File: src/rtl/serial_adder_ctrl.sv
// ---------------------------------------------------------------------------
// serial_adder_ctrl
//
// Bit-serial WIDTH-bit adder. A single one-bit full adder is reused over
// WIDTH clock cycles, LSB first. The carry between bit positions lives in a
// flop. A start/ready/done handshake wraps the operation:
//   IDLE -> (start & ready) -> RUN (WIDTH cycles) -> DONE (1 cycle) -> IDLE
//
// Parameters:
//   WIDTH  operand/result width in bits (1..32)
//
// Ports:
//   clk    in   rising-edge clock
//   rst_n  in   asynchronous active-low reset
//   start  in   request, sampled only while ready=1
//   a, b   in   operands, captured on the accepted start edge
//   cin    in   carry-in, captured on the accepted start edge
//   ready  out  high in IDLE only
//   busy   out  high in RUN
//   done   out  one-cycle pulse, sum/cout valid
//   sum    out  registered result (holds the previous result until the next done)
//   cout   out  registered carry-out
// ---------------------------------------------------------------------------

// One-bit dataflow full adder used as the serial datapath.
module full_adder_dataFlow (
    input  logic a,
    input  logic b,
    input  logic cin,
    output logic s,
    output logic cout
);
    assign s    = a ^ b ^ cin;
    assign cout = (a & b) | (cin & (a ^ b));
endmodule

module serial_adder_ctrl #(
    parameter int WIDTH = 8
) (
    input  logic             clk,
    input  logic             rst_n,
    input  logic             start,
    input  logic [WIDTH-1:0] a,
    input  logic [WIDTH-1:0] b,
    input  logic             cin,
    output logic             ready,
    output logic             busy,
    output logic             done,
    output logic [WIDTH-1:0] sum,
    output logic             cout
);
    // A counter of at least one bit even for WIDTH=1.
    localparam int               CNT_W    = (WIDTH > 1) ? $clog2(WIDTH) : 1;
    localparam logic [CNT_W-1:0] LAST_CNT = CNT_W'(WIDTH - 1);

    typedef enum logic [1:0] {
        S_IDLE = 2'd0,
        S_RUN  = 2'd1,
        S_DONE = 2'd2
    } state_t;

    state_t           r_state;
    logic [WIDTH-1:0] r_a_sh;
    logic [WIDTH-1:0] r_b_sh;
    logic [WIDTH-1:0] r_res;
    logic             r_carry;
    logic [CNT_W-1:0] r_cnt;
    logic             r_ready;
    logic             r_busy;
    logic             r_done;
    logic [WIDTH-1:0] r_sum;
    logic             r_cout;

    logic             w_s;
    logic             w_c;
    logic [WIDTH-1:0] w_res_next;

    full_adder_dataFlow u_fa (
        .a    (r_a_sh[0]),
        .b    (r_b_sh[0]),
        .cin  (r_carry),
        .s    (w_s),
        .cout (w_c)
    );

    // New sum bit enters at the MSB; after WIDTH shifts bit 0 of the result
    // has travelled down to position 0. Written as shift/or so it also
    // elaborates cleanly for WIDTH=1.
    assign w_res_next = (r_res >> 1) | (WIDTH'(w_s) << (WIDTH - 1));

    always_ff @(posedge clk or negedge rst_n) begin
        if (!rst_n) begin
            r_state <= S_IDLE;
            r_a_sh  <= '0;
            r_b_sh  <= '0;
            r_res   <= '0;
            r_carry <= 1'b0;
            r_cnt   <= '0;
            r_ready <= 1'b1;
            r_busy  <= 1'b0;
            r_done  <= 1'b0;
            r_sum   <= '0;
            r_cout  <= 1'b0;
        end else begin
            case (r_state)
                S_IDLE: begin
                    if (start) begin
                        r_a_sh  <= a;
                        r_b_sh  <= b;
                        r_carry <= cin;
                        r_res   <= '0;
                        r_cnt   <= '0;
                        r_state <= S_RUN;
                        r_ready <= 1'b0;
                        r_busy  <= 1'b1;
                    end
                end

                S_RUN: begin
                    r_res   <= w_res_next;
                    r_a_sh  <= r_a_sh >> 1;
                    r_b_sh  <= r_b_sh >> 1;
                    r_carry <= w_c;
                    r_cnt   <= r_cnt + 1'b1;
                    if (r_cnt == LAST_CNT) begin
                        // Publish the finished word together with the final carry.
                        r_sum   <= w_res_next;
                        r_cout  <= w_c;
                        r_state <= S_DONE;
                        r_busy  <= 1'b0;
                        r_done  <= 1'b1;
                    end
                end

                S_DONE: begin
                    r_done  <= 1'b0;
                    r_ready <= 1'b1;
                    r_state <= S_IDLE;
                end

                default: begin
                    r_state <= S_IDLE;
                    r_ready <= 1'b1;
                    r_busy  <= 1'b0;
                    r_done  <= 1'b0;
                end
            endcase
        end
    end

    assign ready = r_ready;
    assign busy  = r_busy;
    assign done  = r_done;
    assign sum   = r_sum;
    assign cout  = r_cout;

endmodule
File: config.mk
export PLATFORM = sky130hd
export DESIGN_NAME = serial_adder_ctrl
export DESIGN_NICKNAME = d
export VERILOG_FILES = /design/src/rtl/serial_adder_ctrl.sv
export SDC_FILE = /design/constraint.sdc
export NUM_CORES = 1
export LEC_CHECK = 0
export BUFFER_PORTS_ARGS = -buffer_cell sky130_fd_sc_hd__buf_4
export CAP_MARGIN = 20
export CORE_ASPECT_RATIO = 0.7
export CORE_MARGIN = 3
export CORE_UTILIZATION = 55
export CTS_CLUSTER_DIAMETER = 120
export CTS_CLUSTER_SIZE = 20
export DETAILED_ROUTE_END_ITERATION = 10
export PLACE_DENSITY = 0.79
export SYNTH_ARGS = -nofsm -noshare
export SYNTH_HDL_FRONTEND = slang
export SYNTH_SLANG_ARGS = --single-unit
File: constraint.sdc
create_clock -name clk -period 3.7 [get_ports clk]
set_input_delay 0.555 -clock clk [delete_from_list [all_inputs] [get_ports clk]]
set_output_delay 0.555 -clock clk [all_outputs]
set_load 0.1 [all_outputs]
After elaboration in Yosys (flattened, before gate mapping) --
Index checks and enable logic that the tools add are counted.
Operators by class: add/subtract/negate cells 1, eq/ne operators 5, multiplexer cells 20, bitwise logic cells 9, reduce and logical (&&, ||, !) cells 8
Operators by type and width (count):
- case mux 8 bit (2 select lines) | 3
- two-way mux 8 bit | 3
- AND reduction 2 bit | 5
- OR 7 x 8 -> 8 bit | 1
- case mux 1 bit (2 select lines) | 3
- case mux 3 bit (2 select lines) | 1
- two-way mux 1 bit | 5
- two-way mux 2 bit | 2
- != test 2 bit, second input constant | 2
- case mux 2 bit (2 select lines) | 1
- adder 3 x 1 -> 3 bit, second input constant | 1
- equality test 3 bit, second input constant | 1
- two-way mux 3 bit | 1
- inverter 1 bit | 3
- case mux 1 bit (3 select lines) | 1
- AND reduction 3 bit | 1
- AND 1 bit | 2
- equality test 2 x 1 -> 1 bit, second input constant | 1
- equality test 2 bit, second input constant | 1
- zero test 2 bit | 1
- nonzero test 2 bit | 1
- bitwise XOR 1 bit | 2
- OR 1 bit | 1
Storage, ports and cells: register bits 42, bits of input ports 20, output and inout port bits 12, word-level logic and storage cells 54

Longest topological paths before layout --
Gate-level depths: netlist (run 1).
word-level depth 4, depth in mapped cells 5, gate-level depth less buffers 5

By module --
From an unflattened synthesis (run 1), not the netlist that was laid out.
Unflattened totals: cells, all modules 143, area total of the unflattened synthesis 1757.9 µm²
By module, submodules not included:
- serial_adder_ctrl | instances 1, cells an instance 142, area each 1737.9 µm², seq. area each 1027.2 µm²
- full_adder_dataFlow | instances 1, cells an instance 1, area each 20.0 µm², seq. area each 0.0 µm²

Least setup slack after synthesis (run 1) --
No wires, ideal clock.
kind register to output, start point register r_busy (netlist: busy), end point output busy, arrival 912 ps, required time 3145 ps, path slack 2233 ps, stages on the path, launching flop included 1, buffers on the path 0, cells stage by stage dfrtp_1
RTL lines:
- from (decl) | line 69 | logic r_busy;
- from (signal assigned) | line 100 | r_busy <= 1'b0;
- from (signal assigned) | line 115 | r_busy <= 1'b1;
- from (signal assigned) | line 130 | r_busy <= 1'b0;
- to (decl) | line 47 | output logic busy,
No word-level cell between the ends.

Worst setup path after layout (run 1) --
start point register r_ready (netlist: ready), end point output ready
RTL lines:
- from (decl) | line 68 | logic r_ready;
- from (signal assigned) | line 99 | r_ready <= 1'b1;
- from (signal assigned) | line 114 | r_ready <= 1'b0;
- from (signal assigned) | line 137 | r_ready <= 1'b1;
- to (decl) | line 46 | output logic ready,
No word-level cell between the ends.

==> run_results.csv, run 1 <==
group,metric,value,unit
global_route,overflow,0,
finish,nets,190,
synth,yosysMostFrequentCell,"dfrtp_1",
cts,cts_resized,0,
hold_path,hold_class,"in -> async",
critical_path,critPathSlowestCell,"dfstp_2",
synth,synth_area_leader_cell,"dfrtp_1",
route,drc,0,
floorplanning,core_area,2900,um^2
floorplanning,rows,16,
synth,synth_area,1750,um^2
timing,min_period,1.65,ns
finish,fillers,197,
global_route,grt_first_pass_wirelength,5910,um
timing,fin_skew,0.00504,ns
synth,async_reset_ff_frac,1.00,
global_route,grt_pass1_vias,1170,
critical_path,rrSetupSlack,2.19,ns
floorplanning,start_util,0.601,
floorplanning,dieHeight,53.1,um
placed_design,dp_cells,196,
synth,syn_area_per_cell,12.6,um^2
synth,synthTopCellsByArea,"dfrtp_1 (57%), mux2_4 (7.7%), o22ai_1 (7.2%), a22o_1 (4.5%), a2bb2oi_1 (3.0%)",
cts,cts.clk_slew.worst_paths,0.07,ns
cts,htree_levels,2,
flow_run,max_cap_viol_count,0,
timing,worst_slew_pin_slew,0.493,ns
outcome,outcome,"completed",
timing,setup_violations,0,
route,dr.pass1.iters,4,
synth,yosys_warnings,0,
cts,cts_setup_buffers,0,
critical_path,crit_family,"flip-flops",
synth,synth-seq-cells,41,
synth,synth_compound_gate_area_share,0.203,
finish,stdcell_count,203,
route,post_drt_wl_per_cell,16.9,um
global_route,grt_usage,0.206,
synth,synth_cell_type_count,27,
timing,fin_hold_ws,0.232,ns
route,wl,3420,um
finish,area_growth,18.1,%
placed_design,dp_hpwl,2340,um
cts,clock_latency,0.28,ns
global_route,antenna_found_initial,0,
critical_path,critical_path_buf_inv_count,1,
cts,cts_inserted_buffers,5,
cts,clockBufferDepth,2,
timing,timing.setup.tns,0,ns
timing,drv_slew,0,
global_route,grt_max_degree,42,
critical_path,critical_path_class,"reg -> out",
synth,syn-instance-count,138,
synth,synthSimpleGateAreaFrac,0.0717,
floorplanning,io_pins,32,
critical_path,r2r_cells,3,
route,vias,1247,
floorplanning,die_w,73.3,um
critical_path,cp.required,3.14,ns
cts,ctsHoldBuffers,0,
timing,max-slew-margin-rel,0.671,
route,viasPerCell,6.14,
cts,cts_sinks,41,
synth,synth.top_cell.area_share,0.573,
route,drt_iter0_drc,125,
critical_path,slowest_delay,0.53,ns
finish,antenna_cells,0,
synth,synthFlopType,"dfrtp_1",
critical_path,cp-start-kind,"flip-flop",
critical_path,r2r-end,"sum[0]",
synth,ys_top_cells_by_count,"dfrtp_1 (40), o22ai_1 (20), a21oi_1 (10)",
floorplanning,die_area,3900,um^2
cts,root_buffer,"clkbuf_8",
timing,fmax,0.607,GHz
placed_design,io_buffers,31,
route,antenna_left,0,
timing,hold_viol_final,0,
synth,synthAdderAreaFrac,0.0258,
finish,drive_gt1_frac,0.317,
synth,synth_top_family_by_area,"compound AO/OA/AOI/OAI gates",
critical_path,crit_arrival,1.09,ns
timing,rsz0062_at_grt,"false",
critical_path,path_cells,"buf_4",
synth,synth.net_count,161,
synth,synth_xor_area_frac,0,
placed_design,gp_congestion,0.788,
finish,final_util,0.710,
critical_path,crit_path_end_kind,"output port",
synth,synth_edf_count,0,
synth,synthMuxAreaShare,0.0774,
cts,cts_tree,"built",
critical_path,worstReg2RegStart,"r_state[1]",
critical_path,path_max_fanout,2,
timing,post-route-period-util,0.445,
synth,yosysSeqAreaShare,0.589,
==> cells by family after synthesis <==
group	after synthesis
AOI/OAI and AO/OA	51
DFF	41
and+or+nand+nor	22
buffers and inverters	12
muxes	9
adders and majority gates	3
==> sequential cells by signal, summed over array words and instances (netlist names) <==
name / flops
ready: 1
cout: 1
sum: 8
done: 1
r_res: 7
r_a_sh: 8
r_carry: 1
r_b_sh: 8
r_state: 2
r_cnt: 3
busy: 1
==> cell usage in the layout (no fill, tap or decap), types with 2 or more instances in the layout <==
cell	n
nand3b_1	2
o21ai_1	2
nor2_1	5
a2bb2oi_1	6
a22o_1	9
nand2b_1	4
a21oi_1	10
clkbuf_8	6
nand2_1	5
o22ai_1	20
o221a_1	2
mux2_4	9
buf_4	31
inv_2	2
ha_1	2
dfrtp_1	40
==> per-stage QoR <==
| stage | instance area [um^2] | setup slack (ns) |
|---|---|---|
| 3_3_place_gp | 1980 | 2.24 |
| 2_1_floorplan | 1750 | 2.23 |
| 4_1_cts | 2060 | 2.04 |
| 3_5_place_dp | 1980 | 2.21 |
| 5_1_grt | 2060 | 2.03 |
| 6_report | 2060 | 2.05 |
==> area by class of cell <==
class	instances	area [um^2]	share of cell area
Clock buffer	7	86.3	0.0419
Inverter	3	11.3	0.00546
Multi-Input combinational cell	85	659	0.320
Sequential cell	41	1030	0.498
Tap cell	36	45.0	0.0218
Timing Repair Buffer	31	233	0.113
==> worst max-delay path by stage <==
stage	start	endpoint	slack, ns	cells after the start
2_1_floorplan	busy	busy	2.23	0
3_3_place_gp	r_state[1]	sum[2]	2.24	3
3_5_place_dp	r_state[1]	sum[7]	2.21	3
4_1_cts	ready	ready	2.04	1
5_1_grt	ready	ready	2.03	1
6_report	ready	ready	2.05	1
==> routing by layer <==
metal,up-vias,part of all wire,global-route usage
met1,639,0.48,0.318
met3,4,0.058,0.0588
li1,568,-,-
met2,36,0.45,0.274
met4,0,0.0050,0.0633
met5,-,0,0
Power of run 1 is not shown: default switching activity piles up to over one toggle a cycle in this logic, so the estimate is an artifact.
==> inputs of run 2 (changes only) <==
--- a/config.mk
+++ b/config.mk
@@ -5,15 +5,16 @@
 export SDC_FILE = /design/constraint.sdc
 export NUM_CORES = 1
 export LEC_CHECK = 0
+export ABC_AREA = 1
 export BUFFER_PORTS_ARGS = -buffer_cell sky130_fd_sc_hd__buf_4
 export CAP_MARGIN = 20
 export CORE_ASPECT_RATIO = 0.7
 export CORE_MARGIN = 3
-export CORE_UTILIZATION = 55
+export CORE_UTILIZATION = 50
 export CTS_CLUSTER_DIAMETER = 120
 export CTS_CLUSTER_SIZE = 20
 export DETAILED_ROUTE_END_ITERATION = 10
-export PLACE_DENSITY = 0.79
+export PLACE_DENSITY = 0.75
 export SYNTH_ARGS = -nofsm -noshare
 export SYNTH_HDL_FRONTEND = slang
 export SYNTH_SLANG_ARGS = --single-unit
==> constraint.sdc (replaced) <==
create_clock -name clk -period 1.4 [get_ports clk]
set_input_delay 0.21 -clock clk [delete_from_list [all_inputs] [get_ports clk]]
set_output_delay 0.21 -clock clk [all_outputs]
set_load 0.1 [all_outputs]
==> run 2 against run 1 <==
Against the previous run:
- worst hold slack got worse by 0.12 ns
- non-clock buffer count increased by 12
- utilization decreased by 3.9 points
- first-iteration DRC count decreased by 17%
- die area increased by 22%
- global-route usage decreased by 2.5 points
- clock-buffer cell count decreased by 2
- critical path depth unchanged
- register-to-register slack got worse by 2.1 ns
- routed wire length increased by 11%
- area after synthesis increased by 13%
- sequential share of layout area decreased by 7.9 points
- largest cell class unchanged
- highest routed layer unchanged
==> run_results.csv, run 2 <==
group,metric,value,unit
outcome,outcome,"completed",
critical_path,crit_arrival,1.13,ns
global_route,grt_max_degree,42,
critical_path,slowest_delay,0.55,ns
floorplanning,core_area,3650,um^2
placed_design,gp_congestion,0.772,
finish,area_growth,24.1,%
cts,cts_resized,0,
finish,drive_gt1_frac,0.284,
synth,ys_top_cells_by_count,"nand2_1 (54), nand3_1 (48), dfrtp_1 (40)",
cts,cts_inserted_buffers,5,
finish,nets,286,
finish,stdcell_count,314,
power,ir_drop,2.17,mV
synth,synth_area,1970,um^2
synth,synthTopCellsByArea,"dfrtp_1 (51%), nand3_1 (12%), nand2_1 (10%), o21ai_2 (6.7%), inv_1 (6.3%)",
synth,yosys_warnings,0,
timing,timing.setup.tns,0,ns
timing,fmax,0.748,GHz
finish,design_area,2450,um^2
critical_path,critical_path_buf_inv_count,1,
timing,drv_slew,0,
floorplanning,dieHeight,58.6,um
global_route,grt_usage,0.181,
cts,htree_levels,2,
critical_path,critPathSlowestCell,"dfstp_2",
timing,fin_skew,0.00859,ns
synth,synth-seq-cells,41,
timing,rsz0062_at_grt,"false",
timing,fin_hold_ws,0.116,ns
placed_design,dp_cells,304,
route,vias,1553,
cts,root_buffer,"clkbuf_8",
timing,min_period,1.34,ns
placed_design,io_buffers,31,
synth,synth_edf_count,0,
synth,async_reset_ff_frac,1.00,
cts,cts_tree,"built",
finish,final_common_cell,"nand2_1",
cts,clockBufferDepth,2,
synth,synth.net_count,248,
hold_path,hold_class,"in -> reg",
power,clock_power_share,0.171,
placed_design,dp_hpwl,2700,um
timing,hold_viol_final,0,
floorplanning,rows,18,
critical_path,crit_path_end_kind,"output port",
route,dr.pass1.iters,5,
synth,yosysSeqAreaShare,0.521,
route,viasPerCell,4.95,
floorplanning,die_w,81.1,um
route,post_drt_wl_per_cell,12.1,um
flow_run,max_cap_viol_count,0,
floorplanning,die_area,4750,um^2
finish,antenna_cells,0,
timing,setup_violations,0,
route,wl,3800,um
power,p_leak,1.32,nW
timing,worst_slew_pin_slew,0.500,ns
synth,synth_area_leader_cell,"dfrtp_1",
global_route,antenna_found_initial,0,
global_route,grt_pass1_vias,1395,
placed_design,pre_cts_slack,0.101,ns
power,swShare,0.475,
route,antenna_left,0,
power,pwr-share-seq,0.306,
synth,yosysMostFrequentCell,"nand2_1",
power,p_comb_frac,0.523,
critical_path,critical_path_class,"reg -> out",
power,power.switching,3.19,mW
route,drt_iter0_drc,104,
global_route,grt_first_pass_wirelength,6580,um
cts,cts.clk_slew.worst_paths,0.09,ns
critical_path,path_max_fanout,2,
critical_path,crit_family,"flip-flops",
critical_path,cp.required,1.19,ns
route,wl_met1,1890,um
route,routed-wl-met3,260,um
synth,syn-instance-count,225,
timing,max-slew-margin-rel,0.667,
synth,syn_area_per_cell,8.77,um^2
critical_path,path_cells,"buf_4",
critical_path,cp-start-kind,"flip-flop",
cts,cts_sinks,41,
timing,setup_ws,0.0630,ns
finish,final_cell_mix,"nand2_1 (54), nand3_1 (48), dfrtp_1 (40), buf_4 (39), inv_1 (33)",
cts,clock_latency,0.30,ns
route,top_layer,"met4",
route,drc,0,
placed_design,placed_area,2290,um^2
power,powerDensity,2740,nW/um^2
synth,synth.top_cell.area_share,0.507,
timing,post-route-period-util,0.955,
floorplanning,io_pins,32,
synth,synthFlopType,"dfrtp_1",
power,internal_power,3.53,mW
global_route,overflow,0,
floorplanning,start_util,0.541,
route,met2_length,1630,um
synth,synth_cell_type_count,20,
## run 2: cell count changes after synthesis, sizes merged, moves of 13 or more
cell	delta
nand2	+51
nand3	+48
inv	+32
o22ai	-19
o21ai	+13
## run 2: area by class of cell
cell class              count  area [um^2]
multi-input cells         137          727
flip-flops and latches     41         1030
clock inverters             3         68.8
well taps                  50         62.6
inverters                  35          131
fillers                   305         1200
repair buffers             43          363
clock buffers               5         68.8
## run 2: power groups by stage
stage | registers (mW) | logic [mW] | clock network (mW)
after floorplan | 3.16 | 1.65 | 0
after global placement | 2.08 | 3.47 | 0
after detailed placement | 2.08 | 3.51 | 0
after CTS | 2.06 | 3.52 | 1.17
after global routing | 2.12 | 3.85 | 1.24
final | 2.06 | 3.51 | 1.15
## run 2: kinds of logic after synthesis
group           count (synthesis)  synth area share
compound gates                 18            0.0767
fa+ha+maj                       3            0.0228
buf+inv                        47             0.111
flops                          41             0.521
simple gates                  116             0.269
## run 2: path summary, 6_finish.rpt
| path | from | end | slack, ns | depth (start not counted) |
|---|---|---|---|---|
| worst max-delay path | ready | ready | 0.06 | 1 |
| worst min-delay path | b[7] | r_b_sh[7] | 0.12 | 3 |
| worst max register to register | r_cnt[0] | cout | 0.09 | 6 |
| worst min register to register | sum[4] | sum[4] | 0.49 | 2 |
| max in group asynchronous | rst_n | ready | 0.62 | 2 |
| min in group asynchronous | rst_n | r_b_sh[4] | 0.42 | 2 |
## run 2: repair_timing
action / in CTS / in global routing
endpoints found under the setup margin: 0 / 4
setup buffers: 0 / 1
hold buffers: 1 / 0
endpoints found under the hold margin: 40 / 0
## run 2: through the flow
| step | util | total power [mW] |
|---|---|---|
| 2_1_floorplan | - | 4.81 |
| 3_3_place_gp | 0.629 | 5.54 |
| 6_report | 0.671 | 6.72 |
| 5_1_grt | 0.671 | 7.20 |
| 3_5_place_dp | 0.629 | 5.59 |
| 4_1_cts | 0.669 | 6.75 |
## run 2: per-layer routing
metal	vias to the layer above	GRT usage
li1	781	-
met1	724	0.284
met2	44	0.244
met3	4	0.0520
met4	0	0.0434
met5	-	0
(Power assumes the default switching activity.)
==> inputs of run 3 (changes only) <==
--- a/config.mk
+++ b/config.mk
@@ -6,7 +6,7 @@
 export NUM_CORES = 1
 export LEC_CHECK = 0
 export ABC_AREA = 1
-export BUFFER_PORTS_ARGS = -buffer_cell sky130_fd_sc_hd__buf_4
+export BUFFER_PORTS_ARGS = -buffer_cell sky130_fd_sc_hd__buf_2
 export CAP_MARGIN = 20
 export CORE_ASPECT_RATIO = 0.7
 export CORE_MARGIN = 3
==> run 3 against run 2 <==
Against the previous run:
- worst hold slack better by 0.032 ns
- die area unchanged
- utilization down 1.1 points
- routed wire length rose by 2.8%
- design area is 1.6% lower
- largest power group unchanged
- highest routed layer unchanged
==> run_results.csv, run 3 (synthesis results as in run 2) <==
group,metric,value,unit
cts,clock_latency,0.29,ns
route,vias,1571,
critical_path,path_max_fanout,2,
critical_path,critical_path_class,"reg -> out",
power,p_leak,1.31,nW
critical_path,cp.depth,1,
timing,drv_slew,0,
global_route,overflow,0,
finish,final_cell_mix,"nand2_1 (54), nand3_1 (48), dfrtp_1 (40), inv_1 (33), buf_2 (30)",
cts,cts_tree,"built",
placed_design,io_buffers,31,
route,drc,0,
critical_path,slowest_delay,0.44,ns
timing,fin_skew,0.00166,ns
hold_path,hold_depth,3,
global_route,grt_usage,0.183,
timing,post-route-period-util,0.933,
route,dr.pass1.iters,4,
floorplanning,dieHeight,58.6,um
critical_path,crit_path_end_kind,"output port",
power,powerDensity,2620,nW/um^2
route,antenna_left,0,
flow_run,max_cap_viol_count,0,
critical_path,crit_family,"buffers and inverters",
finish,final_common_cell,"nand2_1",
finish,antenna_cells,0,
cts,clockBufferDepth,2,
critical_path,crit_path_start,"sum[1]",
critical_path,crit_arrival,1.10,ns
cts,htree_levels,2,
critical_path,rrSetupSlack,0.11,ns
floorplanning,rows,18,
cts,cts.clk_slew.worst_paths,0.08,ns
timing,setup_violations,0,
global_route,antenna_found_initial,0,
cts,cts_inserted_buffers,5,
critical_path,r2r_cells,6,
route,drt_iter0_drc,97,
timing,min_period,1.31,ns
timing,fmax,0.766,GHz
cts,cts_resized,0,
route,wl,3910,um
outcome,outcome,"completed",
critical_path,critical_path_buf_inv_count,1,
finish,design_area,2410,um^2
critical_path,cp-start-kind,"flip-flop",
critical_path,cp.required,1.19,ns
global_route,grt_first_pass_wirelength,6550,um
critical_path,endpoint,"sum[1]",
placed_design,dp_hpwl,2750,um
critical_path,critPathSlowestCell,"buf_2",
route,post_drt_wl_per_cell,12.1,um
finish,nets,296,
floorplanning,io_pins,32,
placed_design,placed_area,2230,um^2
critical_path,r2r-end,"sum[3]",
timing,timing.setup.tns,0,ns
power,ir_drop,1.85,mV
critical_path,path_cells,"buf_2",
global_route,grt_max_degree,26,
timing,hold_viol_final,0,
placed_design,gp_congestion,0.767,
floorplanning,start_util,0.541,
floorplanning,core_area,3650,um^2
timing,max-slew-margin-rel,0.671,
cts,cts_sinks,41,
global_route,grt_pass1_vias,1433,
critical_path,worstReg2RegStart,"r_cnt[0]",
cts,root_buffer,"clkbuf_8",
finish,area_growth,22.1,%
timing,worst_slew_pin_slew,0.497,ns
hold_path,hold_class,"in -> reg",
floorplanning,die_w,81.1,um
floorplanning,die_area,4750,um^2
finish,drive_gt1_frac,0.310,
timing,rsz0062_at_grt,"false",
route,viasPerCell,4.85,
-- run 3: cell types whose count changed in the layout (fill, tap and decap cells not counted), sizes merged --
cell	change
clkinv	+2
clkinvlp	+1
inv	-1
buf	+10
bufinv	-2
-- run 3: layout make-up --
| class | count | area, um^2 |
|---|---|---|
| Sequential cell | 41 | 1030 |
| Clock buffer | 5 | 68.8 |
| Clock inverter | 3 | 17.5 |
| Multi-Input combinational cell | 137 | 727 |
| Fill cell | 308 | 1240 |
| Inverter | 35 | 131 |
| Timing Repair Buffer | 53 | 375 |
| Tap cell | 50 | 62.6 |
-- run 3: through the flow --
stage / util / setup slack, ns / power, mW / hold slack [ns] / std cells
2_1_floorplan: - / 0.119 / 4.81 / -0.0856 / 225
3_3_place_gp: 0.611 / 0.0915 / 5.45 / 0.160 / 307
3_5_place_dp: 0.611 / 0.0509 / 5.51 / 0.160 / 307
4_1_cts: 0.637 / 0.0399 / 6.27 / 0.138 / 316
5_1_grt: 0.660 / 0.0247 / 6.81 / 0.155 / 324
6_report: 0.660 / 0.0939 / 6.30 / 0.148 / 324
-- run 3: worst reg2reg max path, delay by kind of cell (launching register included) --
| kind | cells | cell delay, ns |
|---|---|---|
| AOI/OAI and AO/OA | 1 | 0.05 |
| adders and majority gates | 2 | 0.43 |
| buffers and inverters | 1 | 0.14 |
| DFF | 1 | 0.39 |
| and+or+nand+nor | 2 | 0.22 |
-- run 3: repair_timing --
| action | CTS | global route |
|---|---|---|
| endpoints found under the hold margin | 15 | 0 |
| setup endpoints to repair | 0 | 1 |
| hold buffers | 1 | 0 |
| buffers inserted | 0 | 8 |
-- run 3: worst min-delay path by stage --
stage	startpoint	to	slack [ns]
after floorplan	rst_n	busy	-0.09
after global placement	rst_n	busy	0.16
after detailed placement	rst_n	busy	0.16
after CTS	a[7]	r_a_sh[7]	0.14
after global routing	a[7]	r_a_sh[7]	0.16
final	a[7]	r_a_sh[7]	0.15
-- run 3: layer usage --
metal,GRT usage,vias to the layer above,wire (um)
met5,0,-,0
met4,0.0506,0,33
met3,0.0505,5,223
met2,0.254,36,1710
met1,0.282,731,1950
li1,-,799,-
-- run 3: report_power, final --
group	total [mW]	internal, mW	switching, mW
registers	2.04	1.74	0.303
logic	3.51	1.03	2.48
clock network	0.753	0.344	0.409
total	6.30	3.12	3.19
